[config.mk]
export PLATFORM = sky130hd
export DESIGN_NAME = npc_wbu_flat
export DESIGN_NICKNAME = d
export VERILOG_FILES = /design/src/rtl/npc_pkg.sv /design/src/rtl/npc_wbu_if.sv /design/src/rtl/npc_load_ext.sv /design/src/rtl/npc_wbu.sv /design/src/flat_wrapper.sv
export SDC_FILE = /design/constraint.sdc
export NUM_CORES = 1
export LEC_CHECK = 0
export BUFFER_PORTS_ARGS = -buffer_cell sky130_fd_sc_hd__buf_4
export CAP_MARGIN = 10
export CORE_MARGIN = 2
export CORE_UTILIZATION = 50
export DETAILED_ROUTE_END_ITERATION = 7
export PLACE_DENSITY_LB_ADDON = 0.12
export SLEW_MARGIN = 20
export SYNTH_ARGS = -nofsm -noshare
export SYNTH_HDL_FRONTEND = slang
export SYNTH_HIERARCHICAL = 1
export SYNTH_SLANG_ARGS = --single-unit
[constraint.sdc]
create_clock -name clk -period 4.8 [get_ports clk]
set_clock_uncertainty 0.1 [all_clocks]
set_input_delay 0.96 -clock clk [delete_from_list [all_inputs] [get_ports clk]]
set_output_delay 0.96 -clock clk [all_outputs]
set_load 0.1 [all_outputs]
[src/rtl/npc_pkg.sv]
// Shared types and constants for the NPC writeback unit.
package npc_pkg;

  localparam int XLEN = 32;

  // Writeback FSM states.
  typedef enum logic [1:0] {
    IDLE     = 2'd0,
    WAIT_MEM = 2'd1,
    WRITE    = 2'd2
  } wbu_state_t;

  // Load funct3 encodings.
  localparam logic [2:0] F3_LB  = 3'b000;
  localparam logic [2:0] F3_LH  = 3'b001;
  localparam logic [2:0] F3_LW  = 3'b010;
  localparam logic [2:0] F3_LBU = 3'b100;
  localparam logic [2:0] F3_LHU = 3'b101;

endpackage

[src/rtl/npc_wbu_if.sv]
// Execute-stage handshake, memory response and register-file write bundle.
interface npc_wbu_if #(
  parameter int ADDR_WIDTH = 4,
  parameter int DATA_WIDTH = 32
);

  logic                  in_valid;
  logic                  in_ready;
  logic [ADDR_WIDTH-1:0] in_rd;
  logic                  in_wen;
  logic                  in_is_load;
  logic [2:0]            in_funct3;
  logic [1:0]            in_addr_lo;
  logic [DATA_WIDTH-1:0] in_result;
  logic                  rsp_valid;
  logic [DATA_WIDTH-1:0] rsp_data;
  logic                  rf_wen;
  logic [ADDR_WIDTH-1:0] rf_waddr;
  logic [DATA_WIDTH-1:0] rf_wdata;
  logic                  commit;
  logic                  busy;
  logic                  err;

  // Upstream side: execute stage plus data memory.
  modport master (
    output in_valid, in_rd, in_wen, in_is_load, in_funct3, in_addr_lo, in_result,
    output rsp_valid, rsp_data,
    input  in_ready, rf_wen, rf_waddr, rf_wdata, commit, busy, err
  );

  // Writeback unit side.
  modport slave (
    input  in_valid, in_rd, in_wen, in_is_load, in_funct3, in_addr_lo, in_result,
    input  rsp_valid, rsp_data,
    output in_ready, rf_wen, rf_waddr, rf_wdata, commit, busy, err
  );

endinterface

[src/rtl/npc_load_ext.sv]
// Combinational load data extraction: picks the byte/halfword lane from the
// aligned memory word and sign/zero extends it; flags misaligned and illegal loads.
module npc_load_ext
  import npc_pkg::*;
(
  input  logic [2:0]      funct3,
  input  logic [1:0]      addr_lo,
  input  logic [XLEN-1:0] rsp_data,
  output logic [XLEN-1:0] data,
  output logic            misalign,
  output logic            illegal
);

  logic [7:0]  lane [4];
  logic [7:0]  byte_sel;
  logic [15:0] half_sel;

  // Split the word into byte lanes.
  for (genvar gi = 0; gi < 4; gi++) begin : g_lane
    assign lane[gi] = rsp_data[8*gi +: 8];
  end

  assign byte_sel = lane[addr_lo];
  assign half_sel = {lane[{addr_lo[1], 1'b1}], lane[{addr_lo[1], 1'b0}]};

  // Decode load type; faulting loads return zero.
  always_comb begin
    data     = '0;
    misalign = 1'b0;
    illegal  = 1'b0;
    case (funct3)
      F3_LB:  data = {{24{byte_sel[7]}}, byte_sel};
      F3_LBU: data = {24'd0, byte_sel};
      F3_LH: begin
        if (addr_lo[0]) misalign = 1'b1;
        else            data = {{16{half_sel[15]}}, half_sel};
      end
      F3_LHU: begin
        if (addr_lo[0]) misalign = 1'b1;
        else            data = {16'd0, half_sel};
      end
      F3_LW: begin
        if (addr_lo != 2'd0) misalign = 1'b1;
        else                 data = rsp_data;
      end
      default: illegal = 1'b1;
    endcase
  end

endmodule

[src/rtl/npc_wbu.sv]
// NPC writeback unit: accepts one retiring instruction per handshake, waits
// for the memory response on loads, then issues one registered RF write and commit pulse.
module npc_wbu
  import npc_pkg::*;
#(
  parameter int ADDR_WIDTH = 4,
  parameter int DATA_WIDTH = 32
) (
  input  logic      clk,
  input  logic      rst,
  npc_wbu_if.slave  wb
);

  wbu_state_t            state_reg, state_next;
  logic [ADDR_WIDTH-1:0] rd_reg, rd_next;
  logic                  wen_reg, wen_next;
  logic [2:0]            funct3_reg, funct3_next;
  logic [1:0]            addr_lo_reg, addr_lo_next;
  logic                  rf_wen_reg, rf_wen_next;
  logic [ADDR_WIDTH-1:0] rf_waddr_reg, rf_waddr_next;
  logic [DATA_WIDTH-1:0] rf_wdata_reg, rf_wdata_next;
  logic                  commit_reg, commit_next;
  logic                  err_reg, err_next;

  logic                  in_ready;
  logic                  hs;
  logic [XLEN-1:0]       ext_data;
  logic                  ext_misalign;
  logic                  ext_illegal;

  npc_load_ext u_load_ext (
    .funct3   (funct3_reg),
    .addr_lo  (addr_lo_reg),
    .rsp_data (XLEN'(wb.rsp_data)),
    .data     (ext_data),
    .misalign (ext_misalign),
    .illegal  (ext_illegal)
  );

  // Ready whenever no load is outstanding; held low during reset.
  assign in_ready    = !rst && (state_reg != WAIT_MEM);
  assign hs          = wb.in_valid && in_ready;

  assign wb.in_ready = in_ready;
  assign wb.busy     = (state_reg == WAIT_MEM);
  assign wb.rf_wen   = rf_wen_reg;
  assign wb.rf_waddr = rf_waddr_reg;
  assign wb.rf_wdata = rf_wdata_reg;
  assign wb.commit   = commit_reg;
  assign wb.err      = err_reg;

  // State and output registers.
  always_ff @(posedge clk) begin
    if (rst) begin
      state_reg    <= IDLE;
      rd_reg       <= '0;
      wen_reg      <= 1'b0;
      funct3_reg   <= '0;
      addr_lo_reg  <= '0;
      rf_wen_reg   <= 1'b0;
      rf_waddr_reg <= '0;
      rf_wdata_reg <= '0;
      commit_reg   <= 1'b0;
      err_reg      <= 1'b0;
    end else begin
      state_reg    <= state_next;
      rd_reg       <= rd_next;
      wen_reg      <= wen_next;
      funct3_reg   <= funct3_next;
      addr_lo_reg  <= addr_lo_next;
      rf_wen_reg   <= rf_wen_next;
      rf_waddr_reg <= rf_waddr_next;
      rf_wdata_reg <= rf_wdata_next;
      commit_reg   <= commit_next;
      err_reg      <= err_next;
    end
  end

  // Next-state and next-output logic. Address/data only move on a real
  // write so they hold their last value while rf_wen is low.
  always_comb begin
    state_next    = state_reg;
    rd_next       = rd_reg;
    wen_next      = wen_reg;
    funct3_next   = funct3_reg;
    addr_lo_next  = addr_lo_reg;
    rf_wen_next   = 1'b0;
    rf_waddr_next = rf_waddr_reg;
    rf_wdata_next = rf_wdata_reg;
    commit_next   = 1'b0;
    err_next      = err_reg;
    case (state_reg)
      WAIT_MEM: begin
        if (wb.rsp_valid) begin
          commit_next = 1'b1;
          rf_wen_next = wen_reg && (rd_reg != '0);
          if (rf_wen_next) begin
            rf_waddr_next = rd_reg;
            rf_wdata_next = DATA_WIDTH'(ext_data);
          end
          if (ext_misalign || ext_illegal) err_next = 1'b1;
          state_next = WRITE;
        end
      end
      default: begin
        // IDLE and WRITE behave identically towards new instructions.
        state_next = IDLE;
        if (wb.rsp_valid) err_next = 1'b1;
        if (hs) begin
          if (wb.in_is_load) begin
            rd_next      = wb.in_rd;
            wen_next     = wb.in_wen;
            funct3_next  = wb.in_funct3;
            addr_lo_next = wb.in_addr_lo;
            state_next   = WAIT_MEM;
          end else begin
            commit_next = 1'b1;
            rf_wen_next = wb.in_wen && (wb.in_rd != '0);
            if (rf_wen_next) begin
              rf_waddr_next = wb.in_rd;
              rf_wdata_next = wb.in_result;
            end
            state_next = WRITE;
          end
        end
      end
    endcase
  end

endmodule

[src/flat_wrapper.sv]
// flat-port wrapper written by rule: the top's interface ports become plain ports
module npc_wbu_flat import npc_pkg::*;
#(
  parameter int ADDR_WIDTH = 4,
  parameter int DATA_WIDTH = 32
)
  (clk, rst, wb_in_valid, wb_in_rd, wb_in_wen, wb_in_is_load, wb_in_funct3, wb_in_addr_lo, wb_in_result, wb_rsp_valid, wb_rsp_data, wb_in_ready, wb_rf_wen, wb_rf_waddr, wb_rf_wdata, wb_commit, wb_busy, wb_err);
  npc_wbu_if #(.ADDR_WIDTH(ADDR_WIDTH), .DATA_WIDTH(DATA_WIDTH)) wb_i ();
  input  logic clk;
  input  logic rst;
  input wire logic [$bits(wb_i.in_valid)-1:0] wb_in_valid;
  input wire logic [$bits(wb_i.in_rd)-1:0] wb_in_rd;
  input wire logic [$bits(wb_i.in_wen)-1:0] wb_in_wen;
  input wire logic [$bits(wb_i.in_is_load)-1:0] wb_in_is_load;
  input wire logic [$bits(wb_i.in_funct3)-1:0] wb_in_funct3;
  input wire logic [$bits(wb_i.in_addr_lo)-1:0] wb_in_addr_lo;
  input wire logic [$bits(wb_i.in_result)-1:0] wb_in_result;
  input wire logic [$bits(wb_i.rsp_valid)-1:0] wb_rsp_valid;
  input wire logic [$bits(wb_i.rsp_data)-1:0] wb_rsp_data;
  output wire logic [$bits(wb_i.in_ready)-1:0] wb_in_ready;
  output wire logic [$bits(wb_i.rf_wen)-1:0] wb_rf_wen;
  output wire logic [$bits(wb_i.rf_waddr)-1:0] wb_rf_waddr;
  output wire logic [$bits(wb_i.rf_wdata)-1:0] wb_rf_wdata;
  output wire logic [$bits(wb_i.commit)-1:0] wb_commit;
  output wire logic [$bits(wb_i.busy)-1:0] wb_busy;
  output wire logic [$bits(wb_i.err)-1:0] wb_err;
  assign wb_i.in_valid = wb_in_valid;
  assign wb_i.in_rd = wb_in_rd;
  assign wb_i.in_wen = wb_in_wen;
  assign wb_i.in_is_load = wb_in_is_load;
  assign wb_i.in_funct3 = wb_in_funct3;
  assign wb_i.in_addr_lo = wb_in_addr_lo;
  assign wb_i.in_result = wb_in_result;
  assign wb_i.rsp_valid = wb_rsp_valid;
  assign wb_i.rsp_data = wb_rsp_data;
  assign wb_in_ready = wb_i.in_ready;
  assign wb_rf_wen = wb_i.rf_wen;
  assign wb_rf_waddr = wb_i.rf_waddr;
  assign wb_rf_wdata = wb_i.rf_wdata;
  assign wb_commit = wb_i.commit;
  assign wb_busy = wb_i.busy;
  assign wb_err = wb_i.err;
  npc_wbu #(.ADDR_WIDTH(ADDR_WIDTH), .DATA_WIDTH(DATA_WIDTH)) u_core (.clk(clk), .rst(rst), .wb(wb_i));
endmodule
Yosys cells after proc, flatten, opt, wreduce, memory -nomap -nowiden
Cells that the tools add are included.
{"block": "totals", "regBits": 51, "out_inout_bits": 41, "word_cells": 89}
{"block": "op_classes", "order_cmp": 3, "eq_ne": 10, "mux": 45, "bitwise_logic": 4, "n_reduce_logical": 17}
{"cell": "2-to-1 mux 32 bit", "n": 8}
{"cell": "one-hot mux 32 bit (5 select lines)", "n": 1}
{"cell": "binary-select mux 8 bit (select 2 bit)", "n": 3}
{"cell": "2-to-1 mux 8 bit", "n": 6}
{"cell": "2-to-1 mux 4 bit", "n": 6}
{"cell": "2-to-1 mux 16 bit", "n": 1}
{"cell": "2-to-1 mux 1 bit", "n": 15}
{"cell": "greater-or-equal comparator 3 bit, second input constant", "n": 3}
{"cell": "NOT 2 -> 3 bit", "n": 3}
{"cell": "2-to-1 mux 2 bit", "n": 4}
{"cell": "inequality test 2 x 1 -> 1 bit, second input constant", "n": 4}
{"cell": "nonzero test 4 bit", "n": 2}
{"cell": "== test 3 bit, second input constant", "n": 2}
{"cell": "nonzero test 2 bit", "n": 3}
{"cell": "AND reduction 5 bit", "n": 1}
{"cell": "OR reduction 5 bit", "n": 1}
{"cell": "logical AND 1 bit", "n": 4}
{"cell": "== test 3 x 1 -> 1 bit, second input constant", "n": 1}
{"cell": "== test 3 x 2 -> 1 bit, second input constant", "n": 1}
{"cell": "zero test 3 bit", "n": 1}
{"cell": "AND reduction 3 bit", "n": 1}
{"cell": "== test 2 x 1 -> 1 bit, second input constant", "n": 1}
{"cell": "inequality test 2 bit, second input constant", "n": 1}
{"cell": "one-hot mux 1 bit (2 select lines)", "n": 1}
{"cell": "other kinds (5)", "n": 5}

Logic depth before layout (Yosys ltp)
Gate-level depths: netlist of the first run.
{"block": "logic_depth", "ltp_word": 9, "mapped_depth": 7, "depth_no_buf": 6}

Hierarchy
Netlist of the first run, hierarchy kept.
{"mod": "npc_wbu", "n_inst": 1, "cells_per_inst": 261, "area_per_inst_um2": 2423.6}
{"mod": "npc_load_ext", "n_inst": 1, "cells_per_inst": 121, "area_per_inst_um2": 988.4}

Worst setup path before layout of the first run
OpenSTA, ideal clock, no wires.
{"block": "synth_path", "kind": "register -> output", "from": "register u_core.state_reg[1]", "to": "output port wb_in_ready", "arrival_time_ns": 2.640, "path_slack_ns": 1.100, "stages_incl_launch_ff": 6, "path_cell_list": "dfxtp_1 > nand2b_1 > buf_2 > inv_2 > clkbuf_1 > nor2_1"}
{"block": "synth_between", "elab_chain_cells": 2}
{"item": "start: declaration", "line": "npc_wbu.sv:14", "rtl": "wbu_state_t state_reg, state_next;"}
{"item": "start signal: assignment", "line": "npc_wbu.sv:66", "rtl": "state_reg <= state_next;"}
{"item": "inequality test 2 x 1 -> 1 bit", "line": "npc_wbu.sv:41", "rtl": "assign in_ready = !rst && (state_reg != WAIT_MEM);"}
{"item": "logical AND 1 bit", "line": "npc_wbu.sv:41"}
{"item": "end: declaration", "line": "flat_wrapper.sv:20", "rtl": "output wire logic [$bits(wb_i.in_ready)-1:0] wb_in_ready;"}
Every way passes these cells.

Final worst setup path of the first run
{"block": "layout_path", "from": "input port rst", "to": "register u_core.rf_wdata_reg[17] (netlist: u_core/wb.rf_wdata[17])"}
{"block": "layout_between", "elab_chain_cells": 5}
{"item": "start: declaration", "line": "flat_wrapper.sv:10", "rtl": "input logic rst;"}
{"item": "zero test 1 bit", "line": "npc_wbu.sv:41"}
{"item": "logical AND 1 bit", "line": "npc_wbu.sv:41"}
{"item": "logical AND 1 bit", "line": "npc_wbu.sv:42", "rtl": "assign hs = wb.in_valid && in_ready;"}
{"item": "nonzero test 2 bit (no line)"}
{"item": "AND reduction 5 bit (no line)"}
{"item": "end signal: assignment", "line": "npc_wbu.sv:73", "rtl": "rf_wdata_reg <= rf_wdata_next;"}
{"item": "end: declaration", "line": "npc_wbu.sv:21", "rtl": "logic [DATA_WIDTH-1:0] rf_wdata_reg, rf_wdata_next;"}
Several ways; a longest one is shown, not always the timed one.
A chain may end at the register's enable or synchronous reset.

==> results.md, run 1 <==
- Status: completed
- Initial antenna violation count: 0
- Synthesized instance count: 382
- IO buf count: 119
- Core Box Area: 6680 sq um
- GR met1 Demand/Resource: 37.0%
- Async SR Flop Fraction: 0%
- Layout cells sized above 1: 41.3%
- Critical path class: in2reg
- Yosys cell types: 45
- Final Max Tran Viols: 0
- # nets final: 550
- Most frequent cells in the layout: buf_4 (123), nand2_1 (77), dfxtp_1 (51), a21oi_1 (41), a311oi_2 (29)
- Met2 Use GR: 39.7%
- Top cells by area, synth: dfxtp_1 (30%), a311oi_2 (13%), nand2_1 (8.5%), a21oi_1 (6.0%), o211ai_2 (5.9%)
- DRT Pass-1 Iters: 5
- Crit path capture type: flip-flop
- Leading area contributor after synthesis: dfxtp_1
- Leakage power: 0.00175 uW
- Vias in the first global route: 3129
- Routability congestion estimate: 0.963
- FF+latch count, synth: 51
- Sink Count: 51
- Die ar.: 7500 sq um
- Share of the synthesized area in the top cell type: 29.9%
- Antenna Cells: 0
- Final setup TNS: 0 ps
- Synth Cell Area: 3410 sq um
- Post_cts resized: 0
- CTS tree: done
- Unrepaired setup endpoints after global routing: no
- Yosys warns: 6
- Hold buffer count at cts: 0
- Cell area after layout: 4360 sq um
- I/O Pins: 120
- Post-route DRC: 0
- Dpl cell area: 4180 sq um
- Total GRT Usage: 25.3%
- Final Util: 65.2%
- Max reg flops: 32
- Peak VDD IR: 0.000146 V
- Min setup slack post-route: 1730 ps
- Area delta synth->final: 27.7%
- Pin count of the biggest net entering global routing: 55
- Minimum clock period: 3070 ps
- DRT iter0 DRCs: 134
- Commonest non-fill, non-tap cell in the layout: buf_4
- Fin Hold WS: 381 ps
- Total gr overflow: 0
- R2R depth: 5
- EDFF count, synth: 0
- Max transition margin: 44.6%
- CP required: 4860 ps
- Clock transition at path regs: 90 ps
- Setup violators final: 0
- Synth Net Count: 461
- Buffers inserted by post-CTS timing repair: 0
- Global-route wire length before repair: 15.3 mm
- Clock Latency Late Sink: 310 ps
- Width of the die: 86.6 um
- Arr. time, crit path: 3120 ps
- Die Ht: 86.6 um
- Worst slew pin tran: 831 ps
- Pre-CTS WS: 1450 ps
- Top Usage Layer GRT: met2
- CP Launch Type: primary input
- Routed Wire Length: 9.59 mm
- Hold path cells: 2
- Max clock buf depth: 2
- Via count: 3334
- Period utilization: 63.9%
- Post-synthesis sequential area ratio: 29.9%
- Max-cap violations: 0
- Routed Antenna Nets: 0
- H-tree levels: 2
- Final hold violations: 0
- WL/cell: 17.4 um
- Met3 usage: 3.62%
- Critical-path maximum fanout: 54
- Mapped Avg Cell Area: 8.93 sq um
- Ys flop type: dfxtp_1
- FP Rows: 30
- Hold WC Path Type: reg2reg
- PD cells: 276 nW/um^2
- Num CTS Buffers: 5
- Starting density of the core: 51.1%
- Vias/cell: 6.04
- Maximum clock frequency: 0.326 GHz
- Clk root buf: clkbuf_8
- Hpwl dp: 7.00 mm
[through the flow]
stage,total power (uW),std cells
3_3_place_gp,847,542
5_1_grt,1250,552
2_1_floorplan,748,382
6_report,1200,552
3_5_place_dp,851,542
4_1_cts,1200,550
[path summary, 6_finish.rpt]
check                                    startpoint                      to  slack [ps]
worst min-delay path                  u_core/wb.err           u_core/wb.err         380
worst min register to register        u_core/wb.err           u_core/wb.err         380
worst max register to register  u_core/state_reg[1]  u_core/wb.rf_wdata[17]        1840
worst max-delay path                            rst  u_core/wb.rf_wdata[17]        1730
[area by class of cell]
class,count,area [sq um]
Multi-Input combinational cell,287,2140
Timing Repair Buffer,125,965
Fill cell,567,2320
Sequential cell,51,1020
Inverter,1,3.75
Tap cell,80,100
Clock buffer,6,72.6
Clock inverter,2,60.1
[report_power, final]
group          internal (uW)  switching (uW)  total (uW)  leakage [uW]
Sequential               442            16.0         458      0.000415
Combinational            135             256         392       0.00127
Clock                    208             145         354     0.0000654
[Yosys cell counts, types with 2 or more instances]
| cell | instances |
|---|---|
| buf_6 | 8 |
| o221ai_1 | 2 |
| nor2_1 | 19 |
| a32oi_1 | 4 |
| nand2_1 | 77 |
| o41ai_4 | 2 |
| nor3b_4 | 2 |
| nor2b_1 | 7 |
| nand2b_1 | 4 |
| mux2i_1 | 18 |
| o22a_1 | 2 |
| o32a_1 | 2 |
| nand3_1 | 18 |
| a21oi_1 | 41 |
| buf_4 | 3 |
| mux2_2 | 4 |
| a311oi_2 | 29 |
| a221o_1 | 3 |
| nor3_1 | 2 |
| o32ai_1 | 3 |
| dfxtp_1 | 51 |
| nor3b_1 | 2 |
| a311oi_1 | 7 |
| o21ai_0 | 7 |
| buf_2 | 15 |
| o211ai_2 | 16 |
| clkbuf_1 | 16 |
[cell families after synthesis]
logic type / share of synthesized area [%]
mux: 7.70
buf+inv: 7.48
compound gates: 34.8
flops: 29.9
simple gates: 20.1
[per-layer routing]
| metal | up-vias | wire [um] |
|---|---|---|
| li1 | 1594 | - |
| met1 | 1597 | 4440 |
| met2 | 136 | 4420 |
| met3 | 7 | 662 |
| met4 | 0 | 72 |
| met5 | - | 0 |
[worst max-delay path, cell delays in order]
cell and delay [ps]:
buf_4 310, nor3b_1 250, mux2_2 710, and2_4 660, a311oi_2 190
Note: power is estimated with default switching activity, not from simulation.
==> run 2: changes to the inputs <==
Settings changed: CORE_UTILIZATION 50 to 46.
Clock period 4.8 ns to 2.7 ns, I/O delays scaled along.
==> run 2 against run 1 <==
Against the previous run:
- non-clock buffer count rose by 6
- sequential share of layout area shrank 0.13 points
- total power up 70%
- critical path depth up 1
- via count down 0.27%
- sequential power is 78% higher
- clock-buffer cell count shrank 1
- critical path type is now reg2reg
- largest power group unchanged
==> results.md, run 2 (synthesis gave the netlist of run 1 again) <==
- Sink Count: 51 (unchanged)
- Max reg flops: 32 (unchanged)
- Minimum clock period: 2290 ps
- Hpwl dp: 7.41 mm (+5.8%)
- Net Sw Frac: 36.5% (+1.8 points)
- DRT Pass-1 Iters: 4 (-1)
- FP Rows: 31 (+3.3%)
- Starting density of the core: 47.3% (-3.8 points)
- Critical-path maximum fanout: 15 (-72%)
- H-tree levels: 2 (unchanged)
- Post_cts resized: 0 (unchanged)
- Routability congestion estimate: 0.884 (-8.2%)
- Logic gate share of total power: 34.4% (+1.9 points)
- DRT iter0 DRCs: 159 (+19%)
- Clk root buf: clkbuf_8
- Final Total Pwr: 2050 uW (+70%)
- Buffers inserted by post-CTS timing repair: 0 (unchanged)
- Slowest CP cell: dfxtp_1
- Width of the die: 90.1 um (+4.1%)
- Clock transition at path regs: 100 ps (about the same)
- CP required: 2760 ps (-2100 ps)
- Area delta synth->final: 28.4%
- Fillers: 668 (+18%)
- Unrepaired setup endpoints after global routing: no
- IO buf count: 119 (unchanged)
- Core Box Area: 7210 sq um (+8.0%)
- Critical path class: reg2reg
- Max clock buf depth: 2 (unchanged)
- Max incr delay on CP: 720 ps (about the same)
- Post-route DRC: 0 (unchanged)
- PD cells: 467 nW/um^2 (+69%)
- Commonest non-fill, non-tap cell in the layout: buf_4
- Hold WC Path Type: in2reg
- # nets final: 556 (+1.1%)
- Fin Hold WS: 374 ps (-6.83 ps)
- Max transition margin: 54.7% (+10 points)
- Period utilization: 85.0%
- Antenna Cells: 0 (unchanged)
- I/O Pins: 120 (unchanged)
- Cell Int Power: 1300 uW (+65%)
- Initial antenna violation count: 0 (unchanged)
- Vias in the first global route: 3095 (-1.1%)
- Storage cell area: 1020 sq um (unchanged)
- Leakage power: 0.00175 uW (+0.34%)
- CTS tree: done
- Status: completed
- Max-cap violations: 0 (unchanged)
- Vias/cell: 5.77 (-4.4%)
- Crit path capture type: flip-flop
- Most frequent cells in the layout: buf_4 (131), nand2_1 (77), dfxtp_1 (51), a21oi_1 (41), a311oi_2 (29)
- Reg power frac: 39.7% (+1.6 points)
- Total gr overflow: 0 (unchanged)
- Hold buffer count at cts: 0 (unchanged)
- Final setup TNS: 0 ps (unchanged)
- WL/cell: 17.4 um (-0.11%)
- Peak VDD IR: 0.000251 V (+72%)
- Area of the multi-input gates: 2140 sq um (+0.35%)
- Pin count of the biggest net entering global routing: 39 (-29%)
- Die Ht: 90.1 um (+4.1%)
- CP Launch Type: flip-flop
- Die ar.: 8120 sq um (+8.3%)
- Layout cells sized above 1: 42.3% (+1.0 points)
- Crit path buf inv count: 1 (unchanged)
- Global-route wire length before repair: 16.1 mm (+5.7%)
- Maximum clock frequency: 0.436 GHz
- Clock Power Share: 25.9% (-3.5 points)
- Routed Antenna Nets: 0 (unchanged)
- Final Max Tran Viols: 0 (unchanged)
- Total GRT Usage: 24.0% (-1.2 points)
- Top delay family on crit path: compound AO/OA/AOI/OAI gates
- Arr. time, crit path: 2360 ps (-760 ps)
- Clock Latency Late Sink: 300 ps (about the same)
- Num CTS Buffers: 5 (unchanged)
- Setup violators final: 0 (unchanged)
- Routed Wire Length: 10.0 mm (+4.2%)
- Cells along the critical path: nor3_1 > a22oi_4 > buf_4 > o221ai_1 > nand2_1 > a311oi_1
- Via count: 3325 (-0.27%)
- Final hold violations: 0 (unchanged)
- Worst slew pin tran: 679 ps (-152 ps)
- NetSw: 747 uW (+79%)
==> run 2: final cells by class <==
class                      count  area share (%)
multi-input combinational    287            48.9
tap                           99            2.83
sequential                    51            23.3
clock buffer                   5            1.57
clock inverter                 2           0.857
inverter                       1          0.0857
timing repair buffer         131            22.4
==> run 2: power by group through the flow <==
stage / Combinational (uW) / Clock, uW / Sequential (uW)
final: 705 / 529 / 813
after detailed placement: 702 / 0 / 830
after global routing: 746 / 576 / 817
after global placement: 696 / 0 / 830
after floorplan: 309 / 0 / 1020
after CTS: 703 / 540 / 813
==> run 2: path summary, 6_finish.rpt <==
| kind | startpoint | end | slack (ps) | cells past startpoint |
|---|---|---|---|---|
| max | u_core/funct3_reg[0] | u_core/wb.rf_wdata[9] | 410 | 6 |
| min reg2reg | u_core/wb.err | u_core/wb.err | 380 | 2 |
| min | wb_in_addr_lo[0] | u_core/addr_lo_reg[0] | 370 | 3 |
| max reg2reg | u_core/funct3_reg[0] | u_core/wb.rf_wdata[9] | 410 | 6 |
==> run 2: through the flow <==
step | worst slack (ps) | std cells | instance area [sq um] | util [%]
after global routing | 266 | 576 | 4380 | 60.7
final | 406 | 576 | 4380 | 60.7
after detailed placement | 334 | 569 | 4280 | 59.3
after floorplan | 42.3 | 382 | 3420 | -
after global placement | 388 | 569 | 4280 | 59.3
after CTS | 442 | 576 | 4380 | 60.7
==> run 2: tightest hold or removal path, stage by stage <==
cell     delay, ps
buf_4           80
mux2i_1         50
nor2_1          70
==> run 2: per-layer routing <==
layer | vias to the layer above | routed length (um) | track usage, %
li1 | 1604 | - | -
met1 | 1589 | 4820 | 35.2
met2 | 122 | 4470 | 36.3
met3 | 10 | 569 | 3.94
met4 | 0 | 143 | 7.05
met5 | - | 0 | 0
